`src/rtl/rtc_multi_alarm_if.sv`:
```
// User-facing bundle of the multi-alarm real-time clock.
// master: drives clk_mode/vButton. slave: the clock core.
interface rtc_multi_alarm_if #(
    parameter int N_ALARMS = 4
);
    localparam int AW = (N_ALARMS > 1) ? $clog2(N_ALARMS) : 1;

    logic [1:0]          clk_mode;
    logic [3:0]          vButton;
    logic [23:0]         bcd_time;
    logic                tick_1hz;
    logic [AW-1:0]       alarm_idx;
    logic [N_ALARMS-1:0] alarm_en;
    logic                buzzer;
    logic [AW-1:0]       ring_idx;

    modport master (
        output clk_mode, vButton,
        input  bcd_time, tick_1hz, alarm_idx,
        input  alarm_en, buzzer, ring_idx
    );

    modport slave (
        input  clk_mode, vButton,
        output bcd_time, tick_1hz, alarm_idx,
        output alarm_en, buzzer, ring_idx
    );
endinterface

```
`src/rtl/rtc_multi_alarm.sv`:
```
// BCD real-time clock with N alarms, ring/snooze FSM and set modes.
// Ports: mclk, rst (async active-low), bus (clk_mode, vButton in; time/alarm status out).
module rtc_multi_alarm #(
    parameter int M_FREQ     = 20000000,
    parameter int N_ALARMS   = 4,
    parameter int RING_SECS  = 5,
    parameter int SNOOZE_MIN = 5
) (
    input  logic               mclk,
    input  logic               rst,
    rtc_multi_alarm_if.slave   bus
);
    localparam int AW  = (N_ALARMS > 1) ? $clog2(N_ALARMS) : 1;
    localparam int PW  = (M_FREQ > 1) ? $clog2(M_FREQ) : 1;
    localparam int SNZ = SNOOZE_MIN * 60;
    localparam int RW  = $clog2(RING_SECS + 2);
    localparam int SW  = $clog2(SNZ + 2);

    localparam logic [PW-1:0] P_MAX  = PW'(M_FREQ - 1);
    localparam logic [RW-1:0] R_LOAD = RW'(RING_SECS);
    localparam logic [SW-1:0] S_LOAD = SW'(SNZ);
    localparam logic [AW-1:0] A_LAST = AW'(N_ALARMS - 1);

    typedef enum logic [1:0] {IDLE, RING, SNOOZE} state_t;

    function automatic logic [7:0] inc_bcd(input logic [7:0] v,
                                           input logic [7:0] top);
        if (v == top)
            return 8'h00;
        if (v[3:0] == 4'd9)
            return {v[7:4] + 4'd1, 4'd0};
        return {v[7:4], v[3:0] + 4'd1};
    endfunction

    logic [PW-1:0]       presc;
    logic [7:0]          hh, mm, ss;
    logic [7:0]          al_hh [N_ALARMS];
    logic [7:0]          al_mm [N_ALARMS];
    logic [N_ALARMS-1:0] al_en;
    logic [AW-1:0]       aidx, ridx, ridx_n;
    logic [1:0]          fsel, mode_q;
    state_t              state, state_n;
    logic [RW-1:0]       ring_cnt, ring_n;
    logic [SW-1:0]       snz_cnt, snz_n;

    logic       run, tick, mode_chg, hit;
    logic [3:0] b;
    logic [7:0] t_hh, t_mm, t_ss;
    logic [AW-1:0] hit_idx;

    assign b        = bus.vButton;
    assign run      = (bus.clk_mode == 2'd0) || (bus.clk_mode == 2'd3);
    assign mode_chg = (bus.clk_mode != mode_q);
    // gated by rst so a degenerate M_FREQ=1 cannot tick during reset
    assign tick     = rst && run && (presc == P_MAX);

    // time after this tick's increment; alarms compare against it
    assign t_ss = inc_bcd(ss, 8'h59);
    assign t_mm = (ss == 8'h59) ? inc_bcd(mm, 8'h59) : mm;
    assign t_hh = (ss == 8'h59 && mm == 8'h59) ? inc_bcd(hh, 8'h23) : hh;

    // descending scan so the lowest matching index is left in hit_idx
    always_comb begin
        hit     = 1'b0;
        hit_idx = '0;
        for (int i = N_ALARMS - 1; i >= 0; i--) begin
            if (al_en[i] && al_hh[i] == t_hh && al_mm[i] == t_mm) begin
                hit     = 1'b1;
                hit_idx = AW'(i);
            end
        end
        if (!tick || t_ss != 8'h00)
            hit = 1'b0;
    end

    always_ff @(posedge mclk or negedge rst) begin
        if (!rst) begin
            presc  <= '0;
            hh     <= '0;
            mm     <= '0;
            ss     <= '0;
            al_en  <= '0;
            aidx   <= '0;
            fsel   <= '0;
            mode_q <= '0;
            for (int i = 0; i < N_ALARMS; i++) begin
                al_hh[i] <= '0;
                al_mm[i] <= '0;
            end
        end else begin
            mode_q <= bus.clk_mode;

            if (!run || tick)
                presc <= '0;
            else
                presc <= presc + 1'b1;

            if (tick) begin
                hh <= t_hh;
                mm <= t_mm;
                ss <= t_ss;
            end

            if (mode_chg)
                fsel <= '0;
            else if (!run && b[1])
                fsel <= (fsel == 2'd2) ? 2'd0 : fsel + 2'd1;

            if (bus.clk_mode == 2'd1 && b[0]) begin
                case (fsel)
                    2'd0:    ss <= inc_bcd(ss, 8'h59);
                    2'd1:    mm <= inc_bcd(mm, 8'h59);
                    default: hh <= inc_bcd(hh, 8'h23);
                endcase
            end

            // alarms carry no seconds, so field 0 edits minutes too
            if (bus.clk_mode == 2'd2) begin
                if (b[0]) begin
                    if (fsel == 2'd2)
                        al_hh[aidx] <= inc_bcd(al_hh[aidx], 8'h23);
                    else
                        al_mm[aidx] <= inc_bcd(al_mm[aidx], 8'h59);
                end
                if (b[3])
                    al_en[aidx] <= ~al_en[aidx];
                if (b[2])
                    aidx <= (aidx == A_LAST) ? '0 : aidx + 1'b1;
            end
        end
    end

    always_ff @(posedge mclk or negedge rst) begin
        if (!rst) begin
            state    <= IDLE;
            ring_cnt <= '0;
            snz_cnt  <= '0;
            ridx     <= '0;
        end else begin
            state    <= state_n;
            ring_cnt <= ring_n;
            snz_cnt  <= snz_n;
            ridx     <= ridx_n;
        end
    end

    // buttons are tested before counter expiry so they win a tie
    always_comb begin
        state_n = state;
        ring_n  = ring_cnt;
        snz_n   = snz_cnt;
        ridx_n  = ridx;
        if (!run) begin
            state_n = IDLE;
        end else begin
            case (state)
                IDLE: begin
                    if (hit) begin
                        state_n = RING;
                        ring_n  = R_LOAD;
                        ridx_n  = hit_idx;
                    end
                end
                RING: begin
                    if (b[2]) begin
                        state_n = IDLE;
                    end else if (b[3]) begin
                        state_n = SNOOZE;
                        snz_n   = S_LOAD;
                    end else if (tick) begin
                        ring_n = (ring_cnt != '0) ? ring_cnt - 1'b1 : '0;
                        if (ring_cnt <= RW'(1))
                            state_n = IDLE;
                    end
                end
                SNOOZE: begin
                    if (b[2]) begin
                        state_n = IDLE;
                    end else if (tick) begin
                        snz_n = (snz_cnt != '0) ? snz_cnt - 1'b1 : '0;
                        if (snz_cnt <= SW'(1)) begin
                            state_n = RING;
                            ring_n  = R_LOAD;
                        end
                    end
                end
                default: state_n = IDLE;
            endcase
        end
    end

    assign bus.bcd_time  = run && bus.clk_mode == 2'd0 ? {hh, mm, ss}
                         : bus.clk_mode == 2'd1       ? {hh, mm, ss}
                         : {al_hh[aidx], al_mm[aidx], 8'h00};
    assign bus.tick_1hz  = tick;
    assign bus.alarm_idx = aidx;
    assign bus.alarm_en  = al_en;
    assign bus.buzzer    = (state == RING);
    assign bus.ring_idx  = ridx;
endmodule

```
`src/flat_wrapper.sv`:
```
// flat-port wrapper written by rule: the top's interface ports become plain ports
module rtc_multi_alarm_flat 
#(
    parameter int M_FREQ     = 20000000,
    parameter int N_ALARMS   = 4,
    parameter int RING_SECS  = 5,
    parameter int SNOOZE_MIN = 5
)
  (mclk, rst, bus_clk_mode, bus_vButton, bus_bcd_time, bus_tick_1hz, bus_alarm_idx, bus_alarm_en, bus_buzzer, bus_ring_idx);
  rtc_multi_alarm_if #(.N_ALARMS(N_ALARMS)) bus_i ();
  input  logic mclk;
  input  logic rst;
  input wire logic [$bits(bus_i.clk_mode)-1:0] bus_clk_mode;
  input wire logic [$bits(bus_i.vButton)-1:0] bus_vButton;
  output wire logic [$bits(bus_i.bcd_time)-1:0] bus_bcd_time;
  output wire logic [$bits(bus_i.tick_1hz)-1:0] bus_tick_1hz;
  output wire logic [$bits(bus_i.alarm_idx)-1:0] bus_alarm_idx;
  output wire logic [$bits(bus_i.alarm_en)-1:0] bus_alarm_en;
  output wire logic [$bits(bus_i.buzzer)-1:0] bus_buzzer;
  output wire logic [$bits(bus_i.ring_idx)-1:0] bus_ring_idx;
  assign bus_i.clk_mode = bus_clk_mode;
  assign bus_i.vButton = bus_vButton;
  assign bus_bcd_time = bus_i.bcd_time;
  assign bus_tick_1hz = bus_i.tick_1hz;
  assign bus_alarm_idx = bus_i.alarm_idx;
  assign bus_alarm_en = bus_i.alarm_en;
  assign bus_buzzer = bus_i.buzzer;
  assign bus_ring_idx = bus_i.ring_idx;
  rtc_multi_alarm #(.M_FREQ(M_FREQ), .N_ALARMS(N_ALARMS), .RING_SECS(RING_SECS), .SNOOZE_MIN(SNOOZE_MIN)) u_core (.mclk(mclk), .rst(rst), .bus(bus_i));
endmodule
```
`config.mk`:
```
export PLATFORM = sky130hd
export DESIGN_NAME = rtc_multi_alarm_flat
export DESIGN_NICKNAME = d
export VERILOG_FILES = /design/src/rtl/rtc_multi_alarm_if.sv /design/src/rtl/rtc_multi_alarm.sv /design/src/flat_wrapper.sv
export SDC_FILE = /design/constraint.sdc
export NUM_CORES = 1
export LEC_CHECK = 0
export CORE_ASPECT_RATIO = 0.9
export CORE_UTILIZATION = 30
export CTS_CLUSTER_DIAMETER = 120
export DETAILED_ROUTE_END_ITERATION = 6
export SYNTH_ARGS = -nofsm -noshare
export SYNTH_HDL_FRONTEND = slang
export SYNTH_SLANG_ARGS = --single-unit
```
`constraint.sdc`:
```
create_clock -name mclk -period 9.5 [get_ports mclk]
set_input_delay 2.375 -clock mclk [delete_from_list [all_inputs] [get_ports mclk]]
set_output_delay 2.375 -clock mclk [all_outputs]
set_load 0.02 [all_outputs]
```
# Word level (Yosys, flattened, before mapping)
# Index checks and enable logic that the tools add are counted.
# word_totals
out_inout_bits	34
register_bits	139
in_bits	8
wordCells	271
# op_classes
bitwise	3
n_eq_ne	44
n_mux	141
n_addsub	15
reduce_logical	39
magnitude_cmp	6
# ops
cell	count
2-to-1 mux 8 bit	48
bitwise mux 32 bit	2
== test 8 bit	8
2-to-1 mux 1 bit	49
2-to-1 mux 24 bit	2
2-to-1 mux 9 bit	5
adder 4 x 1 -> 4 bit (second input constant)	10
2-to-1 mux 2 bit	17
binary-select mux 8 bit (select 2 bit)	2
adder 25 x 1 -> 25 bit (second input constant)	1
== test 25 bit (second input constant)	1
2-to-1 mux 25 bit	1
== test 8 x 7 -> 1 bit (second input constant)	3
2-to-1 mux 3 bit	8
== test 4 bit (second input constant)	5
inequality test 4 bit (second input constant)	5
case mux 9 bit (2 select lines)	1
demux 8 bit (select 2 bit)	1
== test 8 x 6 -> 1 bit (second input constant)	2
logical AND 1 bit	16
== test 2 bit (second input constant)	5
inequality test 5 bit (second input constant)	2
less-or-equal comparator 9 x 1 -> 1 bit (second input constant)	1
case mux 3 bit (3 select lines)	1
other kinds (32)	52

# Longest topological paths before layout
# Gate-level depths: netlist of the first run.
# logic_depth
depth_word	19
ltp_mapped	14
depth_no_buf	13

# Least setup slack after synthesis of the first run
# OpenSTA, ideal clock, no wires.
# synth_timing
path_type	input to output
startpoint	input port bus_clk_mode[0]
endpoint	output port bus_tick_1hz
slack_ps	3287
path_stages	7
required_ps	7125
arrival_ps	3838
path_cell_list	inv_1 ha_1 nor4bb_1 nand3_1 or3_1 clkbuf_1 inv_1
# synth_between
elab_chain_cells	4
# synth_rtl
item	line_no	text
from (decl)	flat_wrapper.sv:13	input wire logic [$bits(bus_i.clk_mode)-1:0] bus_clk_mode;
== test 2 bit / logical NOT 2 bit (equally long branches)	rtc_multi_alarm.sv:52	assign run = (bus.clk_mode == 2'd0) || (bus.clk_mode == 2'd3);
logical OR 1 bit *	rtc_multi_alarm.sv:52	
logical AND 1 bit * (2 in series)	rtc_multi_alarm.sv:55	assign tick = rst && run && (presc == P_MAX);
to (decl)	flat_wrapper.sv:16	output wire logic [$bits(bus_i.tick_1hz)-1:0] bus_tick_1hz;
# Mark *: on every way between the ends. The rest lies on a longest branch, timed or not.

# Worst setup path after layout of the first run
# layout_timing
startpoint	input port bus_clk_mode[1]
endpoint	output port bus_tick_1hz
# The elaborated chain is that of the path after synthesis.

==> results of run 1 <==
worst min path at each step:
stage                           end            start  slack, ns
finish              u_core.presc[0]  u_core.presc[0]       0.49
CTS                 u_core.presc[0]  u_core.presc[0]       0.50
global placement    u_core.presc[0]  u_core.presc[0]       0.48
detailed placement  u_core.presc[0]  u_core.presc[0]       0.49
global route        u_core.presc[0]  u_core.presc[0]       0.54
floorplan           u_core.presc[0]  u_core.presc[0]       0.45
metrics by stage:
stage | setup slack [ns] | power, uW
floorplan | 3.29 | 1160
global placement | 1.84 | 1360
detailed placement | 1.71 | 1370
CTS | 1.70 | 2040
global route | 1.51 | 2150
finish | 1.68 | 2040
report_power, final:
| group | internal [uW] | switching (uW) | total, uW |
|---|---|---|---|
| clock | 380 | 285 | 665 |
| combinational | 262 | 353 | 615 |
| sequential | 646 | 112 | 758 |
| total | 1290 | 751 | 2040 |
state kept, by name, summed over array words and instances, names as in the netlist:
register and flops:
u_core.al_hh 32, u_core.al_mm 32, u_core.presc 25, u_core.snz_cnt 9
u_core.hh 8, u_core.mm 8, u_core.ss 8, u_core.bus.alarm_en 4
u_core.ring_cnt 3, u_core.bus.alarm_idx 2, u_core.bus.ring_idx 2, u_core.fsel 2
u_core.mode_q 2, u_core.state 2
cells by family after synthesis:
family,count (synthesis),synth area share
compound gates,230,0.152
xor+xnor,87,0.0780
fa+ha+maj,34,0.0435
buf+inv,84,0.0406
flops,139,0.356
mux,62,0.0905
simple gates,450,0.240
cell type report:
class	count	area (um2)	area share
Inverter	40	151	0.0137
Sequential cell	139	3480	0.314
Tap cell	416	520	0.0470
Multi-Input combinational cell	863	5900	0.532
Timing Repair Buffer	46	449	0.0405
Clock buffer	19	453	0.0409
Clock inverter	13	130	0.0117
synth_stat cells, drive strengths merged (22+ instances only):
library cell  count
nand3            48
dfrtp           139
mux2             38
xor2             43
nor4             22
clkbuf           31
nor2            105
a21oi            43
inv              39
o21ai            88
ha               34
o31ai            23
nand2           136
xnor2            44
per-layer routing:
| metal | GRT usage | part of all wire |
|---|---|---|
| met1 | 0.278 | 0.48 |
| met2 | 0.251 | 0.41 |
| met3 | 0.0394 | 0.071 |
| met4 | 0.0791 | 0.040 |
| met5 | 0 | 0 |
==> impl_results.html, run 1 <==
<table>
<tr><th>Metric</th><th>Value</th></tr>
<tr><th colspan="2">Placement</th></tr>
<tr><td>Placed instance area</td><td>around 10000 um2</td></tr>
<tr><td>DP HPWL</td><td>between 20 and 25 mm</td></tr>
<tr><td>Gpl congestion</td><td>about 0.93</td></tr>
<tr><td>Post-Place Cells</td><td>1504</td></tr>
<tr><td>Count of port buffers added during placement</td><td>between 40 and 50</td></tr>
<tr><th colspan="2">Floorplanning</th></tr>
<tr><td>Die W</td><td>a little under 200 um</td></tr>
<tr><td>Starting Density</td><td>0.306</td></tr>
<tr><td>Row count</td><td>62</td></tr>
<tr><td>Y dimension of the die</td><td>173 um</td></tr>
<tr><td>Core region area</td><td>32000 um2</td></tr>
<tr><td># IOs</td><td>42</td></tr>
<tr><td>Die outline area</td><td>33300 um2</td></tr>
<tr><th colspan="2">Final layout</th></tr>
<tr><td># fillers</td><td>about 3300</td></tr>
<tr><td>Most common library cell in the layout ignoring fill and taps</td><td>sky130_fd_sc_hd__dfrtp_1</td></tr>
<tr><td>Share of layout cells above drive strength 1</td><td>0.119</td></tr>
<tr><td>Antenna cells</td><td>0</td></tr>
<tr><td>Final non-filler cell total</td><td>roughly 1500</td></tr>
<tr><td>Finished Cell Area</td><td>about 11000 um2</td></tr>
<tr><td>Synth-to-Final Area Change</td><td>13.4%</td></tr>
<tr><td>Top library cells by usage in the layout, fill and taps aside</td><td>sky130_fd_sc_hd__dfrtp_1, sky130_fd_sc_hd__nand2_1, sky130_fd_sc_hd__nor2_1</td></tr>
<tr><td>Post-layout net count</td><td>1149</td></tr>
<tr><td>Finished Core Util</td><td>0.347</td></tr>
<tr><th colspan="2">Critical path</th></tr>
<tr><td>Cell family contributing the most delay on the critical path</td><td>buffers and inverters</td></tr>
<tr><td>Largest stage delay, worst path</td><td>between 0.6 and 0.7 ns</td></tr>
<tr><td>Worst setup path category</td><td>in2out</td></tr>
<tr><td>WP data arrival</td><td>between 5 and 6 ns</td></tr>
<tr><td>Required time at the endpoint of the critical path</td><td>just over 7 ns</td></tr>
<tr><td>CP Max Fanout</td><td>11</td></tr>
<tr><td>Worst reg2reg startpoint</td><td>u_core.mm[0]</td></tr>
<tr><td>Endpoint type of the worst setup path</td><td>output pin</td></tr>
<tr><td>Critical path's slowest cell</td><td>sky130_fd_sc_hd__clkdlybuf4s50_1</td></tr>
<tr><td>CP Cell Sequence</td><td>clkdlybuf4s50_1 -&gt; inv_1 -&gt; ha_1 -&gt; nor4bb_1 -&gt; nand3_1 -&gt; or3_1 -&gt; inv_1 -&gt; clkdlybuf4s50_1</td></tr>
<tr><td>Logic depth of the worst setup path including buffers</td><td>8</td></tr>
<tr><td>Timing endpoint of the critical path</td><td>bus_tick_1hz</td></tr>
<tr><td>Crit start category</td><td>primary input</td></tr>
<tr><td>R2r endpoint</td><td>u_core.bus.ring_idx[0]</td></tr>
<tr><td>R2R Setup Slk</td><td>around 5.3 ns</td></tr>
<tr><td>Launching instance or port of the critical path</td><td>bus_clk_mode[1]</td></tr>
<tr><td>Worst R2R Path Depth</td><td>10</td></tr>
<tr><td>Count of buffer and inverter cells on the critical path</td><td>4</td></tr>
<tr><th colspan="2">Yosys</th></tr>
<tr><td>Post-synth top flop</td><td>sky130_fd_sc_hd__dfrtp_1</td></tr>
<tr><td>Synthesis Warnings</td><td>0</td></tr>
<tr><td>Library cell occupying the most area in the post-synthesis netlist</td><td>sky130_fd_sc_hd__dfrtp_1</td></tr>
<tr><td>Post-Syn Nets</td><td>between 1000 and 1500</td></tr>
<tr><td>Post-synthesis cell count</td><td>around 1100</td></tr>
<tr><td>Async SR Flop Fraction</td><td>1.00</td></tr>
<tr><td>Register area share after synthesis</td><td>0.356</td></tr>
<tr><td>Synth area leaders</td><td>sky130_fd_sc_hd__dfrtp_1, sky130_fd_sc_hd__nand2_1, sky130_fd_sc_hd__ha_1</td></tr>
<tr><td>Number of enable flip-flop cells after synthesis</td><td>0</td></tr>
<tr><td>Mapped cell area</td><td>slightly below 10000 um2</td></tr>
<tr><td>Number of distinct library cells after synthesis</td><td>between 90 and 100</td></tr>
<tr><td>Area share of the leading cell type in the synthesized netlist</td><td>0.356</td></tr>
<tr><td>Synthesized area per cell</td><td>~9.0 um2</td></tr>
<tr><td>Number of flip-flops and latches in the synthesized netlist</td><td>approximately 140</td></tr>
<tr><th colspan="2">Clock tree</th></tr>
<tr><td>Sink count of the clock tree</td><td>139</td></tr>
<tr><td>Reg clk slew, reported paths</td><td>0.07 ns</td></tr>
<tr><td>Number of clock buffers inserted by TritonCTS</td><td>17</td></tr>
<tr><td>Cells resized by post-CTS repair</td><td>0</td></tr>
<tr><td>Clk Latency, worst-skew pair</td><td>approximately 0.43 ns</td></tr>
<tr><td>H-tree levels</td><td>4</td></tr>
<tr><td>CTS Buffer Depth</td><td>2</td></tr>
<tr><td>CTS tree</td><td>yes</td></tr>
<tr><td>Setup Buffers After CTS</td><td>0</td></tr>
<tr><td>Clock Root Buffer</td><td>sky130_fd_sc_hd__clkbuf_16</td></tr>
<tr><td>Hold buffer count at CTS</td><td>0</td></tr>
<tr><th colspan="2">Route</th></tr>
<tr><td>Number of vias in the routed layout</td><td>8400</td></tr>
<tr><td>Detail-routed net length per standard cell</td><td>19.3 um</td></tr>
<tr><td>Remaining design rule violation count</td><td>0</td></tr>
<tr><td>Average vias per placed instance</td><td>around 5.5</td></tr>
<tr><td>Wirelength, routed</td><td>between 20 and 30 mm</td></tr>
<tr><td>Post-DRT Antenna Nets</td><td>0</td></tr>
<tr><td>DR iter-0 viols</td><td>840</td></tr>
<tr><td>Number of detailed-routing iterations run before antenna repair</td><td>5</td></tr>
<tr><th colspan="2">Flow run</th></tr>
<tr><td>Count of maximum capacitance violations</td><td>0</td></tr>
<tr><th colspan="2">STA</th></tr>
<tr><td>Setup TNS</td><td>0 ns</td></tr>
<tr><td>Unrepaired setup endpoints after global routing</td><td>false</td></tr>
<tr><td>Clock Skews</td><td>roughly 0.013 ns</td></tr>
<tr><td>Worst hold slack after final layout</td><td>slightly below 0.5 ns</td></tr>
<tr><td>Max_slew headroom</td><td>0.354</td></tr>
<tr><td>Endpoints failing setup</td><td>0</td></tr>
<tr><td>Final slew viol count</td><td>0</td></tr>
<tr><td>F_max</td><td>approximately 0.13 GHz</td></tr>
<tr><td>Final critical delay including setup and external delays</td><td>~7.8 ns</td></tr>
<tr><td>Final hold viol count</td><td>0</td></tr>
<tr><td>Slew @ Worst Pin</td><td>a little under 1 ns</td></tr>
<tr><td>Final cycle utilization of the critical path</td><td>0.823</td></tr>
<tr><th colspan="2">GRT</th></tr>
<tr><td>Largest net degree at the start of global routing</td><td>63</td></tr>
<tr><td>Antenna violations before repair</td><td>0</td></tr>
<tr><td>Number of global-route vias before repair</td><td>~8000</td></tr>
<tr><td>Global-route usage over all layers</td><td>0.185</td></tr>
<tr><td>Wire length of the first global-routing pass</td><td>around 47 mm</td></tr>
<tr><td>GRT overflow</td><td>0</td></tr>
<tr><th colspan="2">Outcome</th></tr>
<tr><td>Run status</td><td>finished, final reports clean</td></tr>
<tr><th colspan="2">Min path</th></tr>
<tr><td>Count of cells along the worst hold path</td><td>1</td></tr>
<tr><td>Path type of the worst min-delay path</td><td>reg2reg</td></tr>
<tr><th colspan="2">Power</th></tr>
<tr><td>PD cells</td><td>184 nW/um2</td></tr>
<tr><td>LEAKAGE</td><td>~0.0046 uW</td></tr>
<tr><td>Maximum VDD drop</td><td>around 0.10 mV</td></tr>
</table>
Note: power is estimated with default switching activity, not from simulation.
==> run 2, diff against run 1 <==
Clock period 9.5 ns to 6.5 ns, I/O delays scaled along.
==> impl_results.html, run 2 (synthesis gave the netlist of run 1 again) <==
<table>
<tr><th>Metric</th><th>Value</th></tr>
<tr><th colspan="2">Outcome</th></tr>
<tr><td>Run status</td><td>finished, final reports clean</td></tr>
<tr><th colspan="2">Critical path</th></tr>
<tr><td>R2r endpoint</td><td>u_core.ring_cnt[2]</td></tr>
<tr><td>CP Max Fanout</td><td>6</td></tr>
<tr><td>Largest stage delay, worst path</td><td>roughly 0.65 ns</td></tr>
<tr><td>R2R Setup Slk</td><td>about 2.3 ns</td></tr>
<tr><td>Worst setup path category</td><td>in2out</td></tr>
<tr><td>Launching instance or port of the critical path</td><td>bus_clk_mode[1]</td></tr>
<tr><td>Crit start category</td><td>primary input</td></tr>
<tr><td>Worst R2R Path Depth</td><td>12</td></tr>
<tr><td>Worst reg2reg startpoint</td><td>u_core.mm[0]</td></tr>
<tr><td>Required time at the endpoint of the critical path</td><td>just under 5 ns</td></tr>
<tr><td>CP Cell Sequence</td><td>clkdlybuf4s50_1 -&gt; inv_1 -&gt; ha_1 -&gt; nor4bb_1 -&gt; nand3_1 -&gt; or3_1 -&gt; inv_1 -&gt; clkdlybuf4s50_1</td></tr>
<tr><td>Critical path's slowest cell</td><td>sky130_fd_sc_hd__clkdlybuf4s50_1</td></tr>
<tr><td>Endpoint type of the worst setup path</td><td>output pin</td></tr>
<tr><td>WP data arrival</td><td>~4.3 ns</td></tr>
<tr><td>Timing endpoint of the critical path</td><td>bus_tick_1hz</td></tr>
<tr><th colspan="2">Power</th></tr>
<tr><td>LEAKAGE</td><td>roughly 0.0046 uW</td></tr>
<tr><td>PD cells</td><td>267 nW/um2</td></tr>
<tr><td>Maximum VDD drop</td><td>roughly 0.17 mV</td></tr>
<tr><td>Overall power</td><td>between 2000 and 3000 uW</td></tr>
<tr><th colspan="2">Floorplanning</th></tr>
<tr><td>Die W</td><td>between 150 and 200 um</td></tr>
<tr><td>Row count</td><td>between 60 and 70</td></tr>
<tr><td>Starting Density</td><td>0.306</td></tr>
<tr><td>Core region area</td><td>32000 um2</td></tr>
<tr><td>Y dimension of the die</td><td>between 150 and 200 um</td></tr>
<tr><td># IOs</td><td>42</td></tr>
<tr><td>Die outline area</td><td>approximately 33000 um2</td></tr>
<tr><th colspan="2">Clock tree</th></tr>
<tr><td>Hold buffer count at CTS</td><td>0</td></tr>
<tr><td>H-tree levels</td><td>4</td></tr>
<tr><td>CTS tree</td><td>yes</td></tr>
<tr><td>Reg clk slew, reported paths</td><td>0.07 ns</td></tr>
<tr><td>Setup Buffers After CTS</td><td>0</td></tr>
<tr><td>CTS Buffer Depth</td><td>2</td></tr>
<tr><td>Sink count of the clock tree</td><td>between 100 and 150</td></tr>
<tr><td>Clock Root Buffer</td><td>sky130_fd_sc_hd__clkbuf_16</td></tr>
<tr><td>Clk Latency, worst-skew pair</td><td>0.43 ns</td></tr>
<tr><td>Cells resized by post-CTS repair</td><td>0</td></tr>
<tr><td>Number of clock buffers inserted by TritonCTS</td><td>17</td></tr>
<tr><th colspan="2">Placement</th></tr>
<tr><td>Gpl congestion</td><td>0.922</td></tr>
<tr><td>Setup slack after placement</td><td>0.593 ns</td></tr>
<tr><td>Count of port buffers added during placement</td><td>41</td></tr>
<tr><td>DP HPWL</td><td>22.7 mm</td></tr>
<tr><th colspan="2">STA</th></tr>
<tr><td>Slew @ Worst Pin</td><td>~1.2 ns</td></tr>
<tr><td>Setup TNS</td><td>0 ns</td></tr>
<tr><td>Worst hold slack after final layout</td><td>between 0.4 and 0.5 ns</td></tr>
<tr><td>Final cycle utilization of the critical path</td><td>0.908</td></tr>
<tr><td>Clock Skews</td><td>0.0174 ns</td></tr>
<tr><td>Final slew viol count</td><td>0</td></tr>
<tr><td>Endpoints failing setup</td><td>0</td></tr>
<tr><td>Setup WS post-layout</td><td>between 0.6 and 0.7 ns</td></tr>
<tr><td>F_max</td><td>~0.17 GHz</td></tr>
<tr><td>Max_slew headroom</td><td>0.228</td></tr>
<tr><td>Final critical delay including setup and external delays</td><td>between 5 and 6 ns</td></tr>
<tr><td>Final hold viol count</td><td>0</td></tr>
<tr><td>Unrepaired setup endpoints after global routing</td><td>false</td></tr>
<tr><th colspan="2">Route</th></tr>
<tr><td>Average vias per placed instance</td><td>~5.4</td></tr>
<tr><td>Number of vias in the routed layout</td><td>around 8400</td></tr>
<tr><td>Detail-routed net length per standard cell</td><td>~19 um</td></tr>
<tr><td>Post-DRT Antenna Nets</td><td>0</td></tr>
<tr><td>DR iter-0 viols</td><td>just under 900</td></tr>
<tr><td>Number of detailed-routing iterations run before antenna repair</td><td>5</td></tr>
<tr><td>Remaining design rule violation count</td><td>0</td></tr>
<tr><td>Wirelength, routed</td><td>29.8 mm</td></tr>
<tr><th colspan="2">GRT</th></tr>
<tr><td>Wire length of the first global-routing pass</td><td>approximately 47 mm</td></tr>
<tr><td>Antenna violations before repair</td><td>0</td></tr>
<tr><td>Global-route usage over all layers</td><td>0.185</td></tr>
<tr><td>Largest net degree at the start of global routing</td><td>63</td></tr>
<tr><td>GRT overflow</td><td>0</td></tr>
<tr><td>Number of global-route vias before repair</td><td>about 8000</td></tr>
<tr><th colspan="2">Final layout</th></tr>
<tr><td>Synth-to-Final Area Change</td><td>13.6%</td></tr>
<tr><td>Largest registers</td><td>u_core.al_hh: 32 flops, u_core.al_mm: 32 flops, u_core.presc: 25 flops</td></tr>
<tr><td>Finished Core Util</td><td>0.347</td></tr>
<tr><td>Antenna cells</td><td>0</td></tr>
<tr><td>Top library cells by usage in the layout, fill and taps aside</td><td>sky130_fd_sc_hd__dfrtp_1, sky130_fd_sc_hd__nand2_1, sky130_fd_sc_hd__nor2_1</td></tr>
<tr><td>Register area</td><td>between 3000 and 4000 um2</td></tr>
<tr><td>Post-layout net count</td><td>1152</td></tr>
<tr><td>Share of layout cells above drive strength 1</td><td>0.121</td></tr>
<tr><td>Most common library cell in the layout ignoring fill and taps</td><td>sky130_fd_sc_hd__dfrtp_1</td></tr>
<tr><td>Area of the multi-input gates</td><td>approximately 5900 um2</td></tr>
<tr><td># fillers</td><td>~3300</td></tr>
<tr><th colspan="2">Flow run</th></tr>
<tr><td>Count of maximum capacitance violations</td><td>0</td></tr>
<tr><th colspan="2">Min path</th></tr>
<tr><td>Path type of the worst min-delay path</td><td>reg2reg</td></tr>
</table>
## run 2: changes by cell type in the layout (fill, tap and decap cells not counted)
| cell | delta |
|---|---|
| sky130_fd_sc_hd__buf_4 | +3 |
| sky130_fd_sc_hd__bufinv_16 | -1 |
| sky130_fd_sc_hd__clkinv_4 | +2 |
| sky130_fd_sc_hd__clkinv_8 | +1 |
| sky130_fd_sc_hd__clkinvlp_4 | -2 |
| sky130_fd_sc_hd__inv_6 | -3 |
| sky130_fd_sc_hd__inv_8 | +3 |
## run 2: report_power, final
part	internal [uW]	leakage, uW	switching [uW]
logic	386	0.00246	499
registers	943	0.00187	176
clock network	526	0.000279	434
total	1850	0.00461	1110
## run 2: per-stage QoR
| stage | std cells | instance area [um2] |
|---|---|---|
| global route | 1539 | 11100 |
| detailed placement | 1507 | 10500 |
| floorplan | 1086 | 9770 |
| CTS | 1539 | 11100 |
| global placement | 1507 | 10500 |
| finish | 1539 | 11100 |
## run 2: layout make-up
class,count,area share
clock inverters,13,0.0114
inverters,40,0.0136
well taps,416,0.0469
flip-flops and latches,139,0.313
clock buffers,19,0.0408
repair buffers,49,0.0425
multi-input cells,863,0.531
## run 2: how the worst min path moves through the flow
stage | startpoint | endpoint | slack [ns] | depth (start not counted)
after global routing | u_core.presc[0] | u_core.presc[0] | 0.54 | 1
final | u_core.presc[0] | u_core.presc[0] | 0.50 | 1
after detailed placement | u_core.presc[0] | u_core.presc[0] | 0.50 | 1
after global placement | u_core.presc[0] | u_core.presc[0] | 0.48 | 1
after floorplan | u_core.presc[0] | u_core.presc[0] | 0.45 | 1
after CTS | u_core.presc[0] | u_core.presc[0] | 0.51 | 1
## run 2: worst max-delay path, delay by kind of cell
family,cells,cell delay (ns)
fa+ha+maj,1,0.31
buf+inv,4,1.51
simple gates,3,0.83
## run 2: routing by layer
metal  vias up  part of all wire  GRT usage
met1      4111              0.49      0.280
li1       3977                 -          -
met4         0             0.024     0.0574
met5         -                 0          0
met2       264              0.42      0.265
met3        28             0.057     0.0282
==> run 3, diff against run 2 <==
Settings changed: REMOVE_ABC_BUFFERS set to 1.
Clock period 6.5 ns to 6.26 ns, I/O delays scaled along.
==> impl_results.html, run 3 (synthesis gave the netlist of run 1 again) <==
<table>
<tr><th>Metric</th><th>Value</th></tr>
<tr><th colspan="2">Outcome</th></tr>
<tr><td>Run status</td><td>finished, final reports clean</td></tr>
<tr><th colspan="2">Route</th></tr>
<tr><td>Length of routed wiring on met1</td><td>~14 mm</td></tr>
<tr><td>Number of detailed-routing iterations run before antenna repair</td><td>5</td></tr>
<tr><td>Remaining design rule violation count</td><td>0</td></tr>
<tr><td>Average vias per placed instance</td><td>~5.6</td></tr>
<tr><td>Detail-routed net length per standard cell</td><td>19.3 um</td></tr>
<tr><td>Post-DRT Antenna Nets</td><td>0</td></tr>
<tr><td>Met3 WL post-DR</td><td>between 2 and 2.5 mm</td></tr>
<tr><td>Wirelength, routed</td><td>about 30 mm</td></tr>
<tr><td>DR iter-0 viols</td><td>766</td></tr>
<tr><td>Number of vias in the routed layout</td><td>8615</td></tr>
<tr><td>Routed wire length on met2</td><td>roughly 13 mm</td></tr>
<tr><td>Highest routed layer</td><td>met4</td></tr>
<tr><th colspan="2">Placement</th></tr>
<tr><td>Placed instance area</td><td>roughly 11000 um2</td></tr>
<tr><td>Gpl congestion</td><td>approximately 0.94</td></tr>
<tr><td>Count of port buffers added during placement</td><td>a little over 40</td></tr>
<tr><td>Setup slack after placement</td><td>around 0.46 ns</td></tr>
<tr><td>Post-Place Cells</td><td>about 1500</td></tr>
<tr><td>DP HPWL</td><td>around 22 mm</td></tr>
<tr><th colspan="2">Floorplanning</th></tr>
<tr><td>Core region area</td><td>about 32000 um2</td></tr>
<tr><td>Die W</td><td>around 190 um</td></tr>
<tr><td># IOs</td><td>42</td></tr>
<tr><td>Y dimension of the die</td><td>173 um</td></tr>
<tr><td>Starting Density</td><td>0.306</td></tr>
<tr><td>Die outline area</td><td>~33000 um2</td></tr>
<tr><td>Row count</td><td>just over 60</td></tr>
<tr><th colspan="2">Critical path</th></tr>
<tr><td>Cell family contributing the most delay on the critical path</td><td>buffers and inverters</td></tr>
<tr><td>WP data arrival</td><td>approximately 4.3 ns</td></tr>
<tr><td>CP Cell Sequence</td><td>clkdlybuf4s50_1 -&gt; inv_1 -&gt; ha_1 -&gt; nor4bb_1 -&gt; nand3_1 -&gt; or3_1 -&gt; inv_1 -&gt; clkdlybuf4s50_1</td></tr>
<tr><td>Crit start category</td><td>primary input</td></tr>
<tr><td>Required time at the endpoint of the critical path</td><td>approximately 4.7 ns</td></tr>
<tr><td>Largest stage delay, worst path</td><td>~0.66 ns</td></tr>
<tr><td>R2R Setup Slk</td><td>about 1.6 ns</td></tr>
<tr><td>Endpoint type of the worst setup path</td><td>output pin</td></tr>
<tr><td>Critical path's slowest cell</td><td>sky130_fd_sc_hd__clkdlybuf4s50_1</td></tr>
<tr><td>CP Max Fanout</td><td>6</td></tr>
<tr><td>Worst setup path category</td><td>in2out</td></tr>
<tr><td>Count of buffer and inverter cells on the critical path</td><td>4</td></tr>
<tr><th colspan="2">STA</th></tr>
<tr><td>F_max</td><td>about 0.17 GHz</td></tr>
<tr><td>Setup WS post-layout</td><td>between 0.4 and 0.5 ns</td></tr>
<tr><td>Final cycle utilization of the critical path</td><td>0.932</td></tr>
<tr><td>Setup TNS</td><td>0 ns</td></tr>
<tr><td>Max_slew headroom</td><td>0.357</td></tr>
<tr><td>Final slew viol count</td><td>0</td></tr>
<tr><td>Endpoints failing setup</td><td>0</td></tr>
<tr><td>Final hold viol count</td><td>0</td></tr>
<tr><td>Final critical delay including setup and external delays</td><td>approximately 5.8 ns</td></tr>
<tr><td>Unrepaired setup endpoints after global routing</td><td>false</td></tr>
<tr><td>Clock Skews</td><td>between 0.01 and 0.015 ns</td></tr>
<tr><td>Slew @ Worst Pin</td><td>0.957 ns</td></tr>
<tr><th colspan="2">Clock tree</th></tr>
<tr><td>Hold buffer count at CTS</td><td>0</td></tr>
<tr><td>Number of clock buffers inserted by TritonCTS</td><td>17</td></tr>
<tr><td>Reg clk slew, reported paths</td><td>around 0.06 ns</td></tr>
<tr><td>H-tree levels</td><td>4</td></tr>
<tr><td>Sink count of the clock tree</td><td>approximately 140</td></tr>
<tr><td>CTS tree</td><td>yes</td></tr>
<tr><td>Clock Root Buffer</td><td>sky130_fd_sc_hd__clkbuf_16</td></tr>
<tr><td>CTS Buffer Depth</td><td>2</td></tr>
<tr><td>Cells resized by post-CTS repair</td><td>0</td></tr>
<tr><td>Clk Latency, worst-skew pair</td><td>between 0.4 and 0.5 ns</td></tr>
<tr><td>Setup Buffers After CTS</td><td>0</td></tr>
<tr><th colspan="2">Final layout</th></tr>
<tr><td>Most common library cell in the layout ignoring fill and taps</td><td>sky130_fd_sc_hd__dfrtp_1</td></tr>
<tr><td>Synth-to-Final Area Change</td><td>13.5%</td></tr>
<tr><td>Top library cells by usage in the layout, fill and taps aside</td><td>sky130_fd_sc_hd__dfrtp_1, sky130_fd_sc_hd__nand2_1, sky130_fd_sc_hd__nor2_1</td></tr>
<tr><td>Final non-filler cell total</td><td>1540</td></tr>
<tr><td>Largest registers</td><td>u_core.al_hh: 32 flops, u_core.al_mm: 32 flops, u_core.presc: 25 flops</td></tr>
<tr><td>Antenna cells</td><td>0</td></tr>
<tr><td>Share of layout cells above drive strength 1</td><td>0.120</td></tr>
<tr><td>Finished Core Util</td><td>0.347</td></tr>
<tr><td>Post-layout net count</td><td>1153</td></tr>
<tr><td>Finished Cell Area</td><td>~11000 um2</td></tr>
<tr><th colspan="2">Power</th></tr>
<tr><td>PD cells</td><td>around 280 nW/um2</td></tr>
<tr><td>Maximum VDD drop</td><td>roughly 0.21 mV</td></tr>
<tr><td>LEAKAGE</td><td>0.00460 uW</td></tr>
<tr><th colspan="2">GRT</th></tr>
<tr><td>Number of global-route vias before repair</td><td>between 8000 and 9000</td></tr>
<tr><td>Antenna violations before repair</td><td>0</td></tr>
<tr><td>Largest net degree at the start of global routing</td><td>54</td></tr>
<tr><td>Global-route usage over all layers</td><td>0.185</td></tr>
<tr><td>Wire length of the first global-routing pass</td><td>around 47 mm</td></tr>
<tr><td>GRT overflow</td><td>0</td></tr>
<tr><th colspan="2">Flow run</th></tr>
<tr><td>Count of maximum capacitance violations</td><td>0</td></tr>
<tr><th colspan="2">Min path</th></tr>
<tr><td>Path type of the worst min-delay path</td><td>reg2reg</td></tr>
</table>
[run 3: per-stage QoR]
stage / hold WS (ns) / total power (uW)
after floorplan: 0.455 / 1730
after global placement: 0.476 / 2080
after detailed placement: 0.481 / 2090
after CTS: 0.492 / 3090
after global routing: 0.512 / 3230
final: 0.487 / 3080
[run 3: worst reg2reg max path: stages, from the launching register on]
cell	delay [ns]
sky130_fd_sc_hd__dfrtp_1	0.68
sky130_fd_sc_hd__ha_1	0.40
sky130_fd_sc_hd__nand3b_4	0.25
sky130_fd_sc_hd__nor4_4	0.90
sky130_fd_sc_hd__mux2i_1	0.69
sky130_fd_sc_hd__xnor2_1	0.29
sky130_fd_sc_hd__nor3_1	0.35
sky130_fd_sc_hd__nand3_1	0.13
sky130_fd_sc_hd__nor4_2	0.47
sky130_fd_sc_hd__o41a_2	0.27
sky130_fd_sc_hd__o21a_1	0.13
[run 3: cell type report]
class	instances	area, um2
tap	416	520
fill	3282	20900
clock inverter	12	115
clock buffer	20	447
timing repair buffer	50	479
sequential	139	3480
multi-input combinational	863	5900
inverter	40	151
[run 3: power breakdown]
part | switching (uW) | leakage (uW) | total, uW | internal [uW]
Sequential | 178 | 0.00187 | 1160 | 980
Clock | 427 | 0.000267 | 987 | 560
Combinational | 535 | 0.00247 | 935 | 400
[run 3: worst paths after layout]
check / startpoint / endpoint / depth (start not counted)
setup / recovery: bus_clk_mode[1] / bus_tick_1hz / 8
hold / removal: u_core.presc[0] / u_core.presc[0] / 1
setup reg to reg: u_core.mm[0] / u_core.ring_cnt[0] / 10
hold reg to reg: u_core.presc[0] / u_core.presc[0] / 1
max in group asynchronous: rst / u_core.al_mm[17] / 3
min in group asynchronous: rst / u_core.snz_cnt[1] / 1
[run 3: routing by layer]
metal  vias up  GRT usage
li1       3977          -
met1      4259      0.268
met2       330      0.271
met3        49     0.0430
met4         0     0.0525
met5         -          0
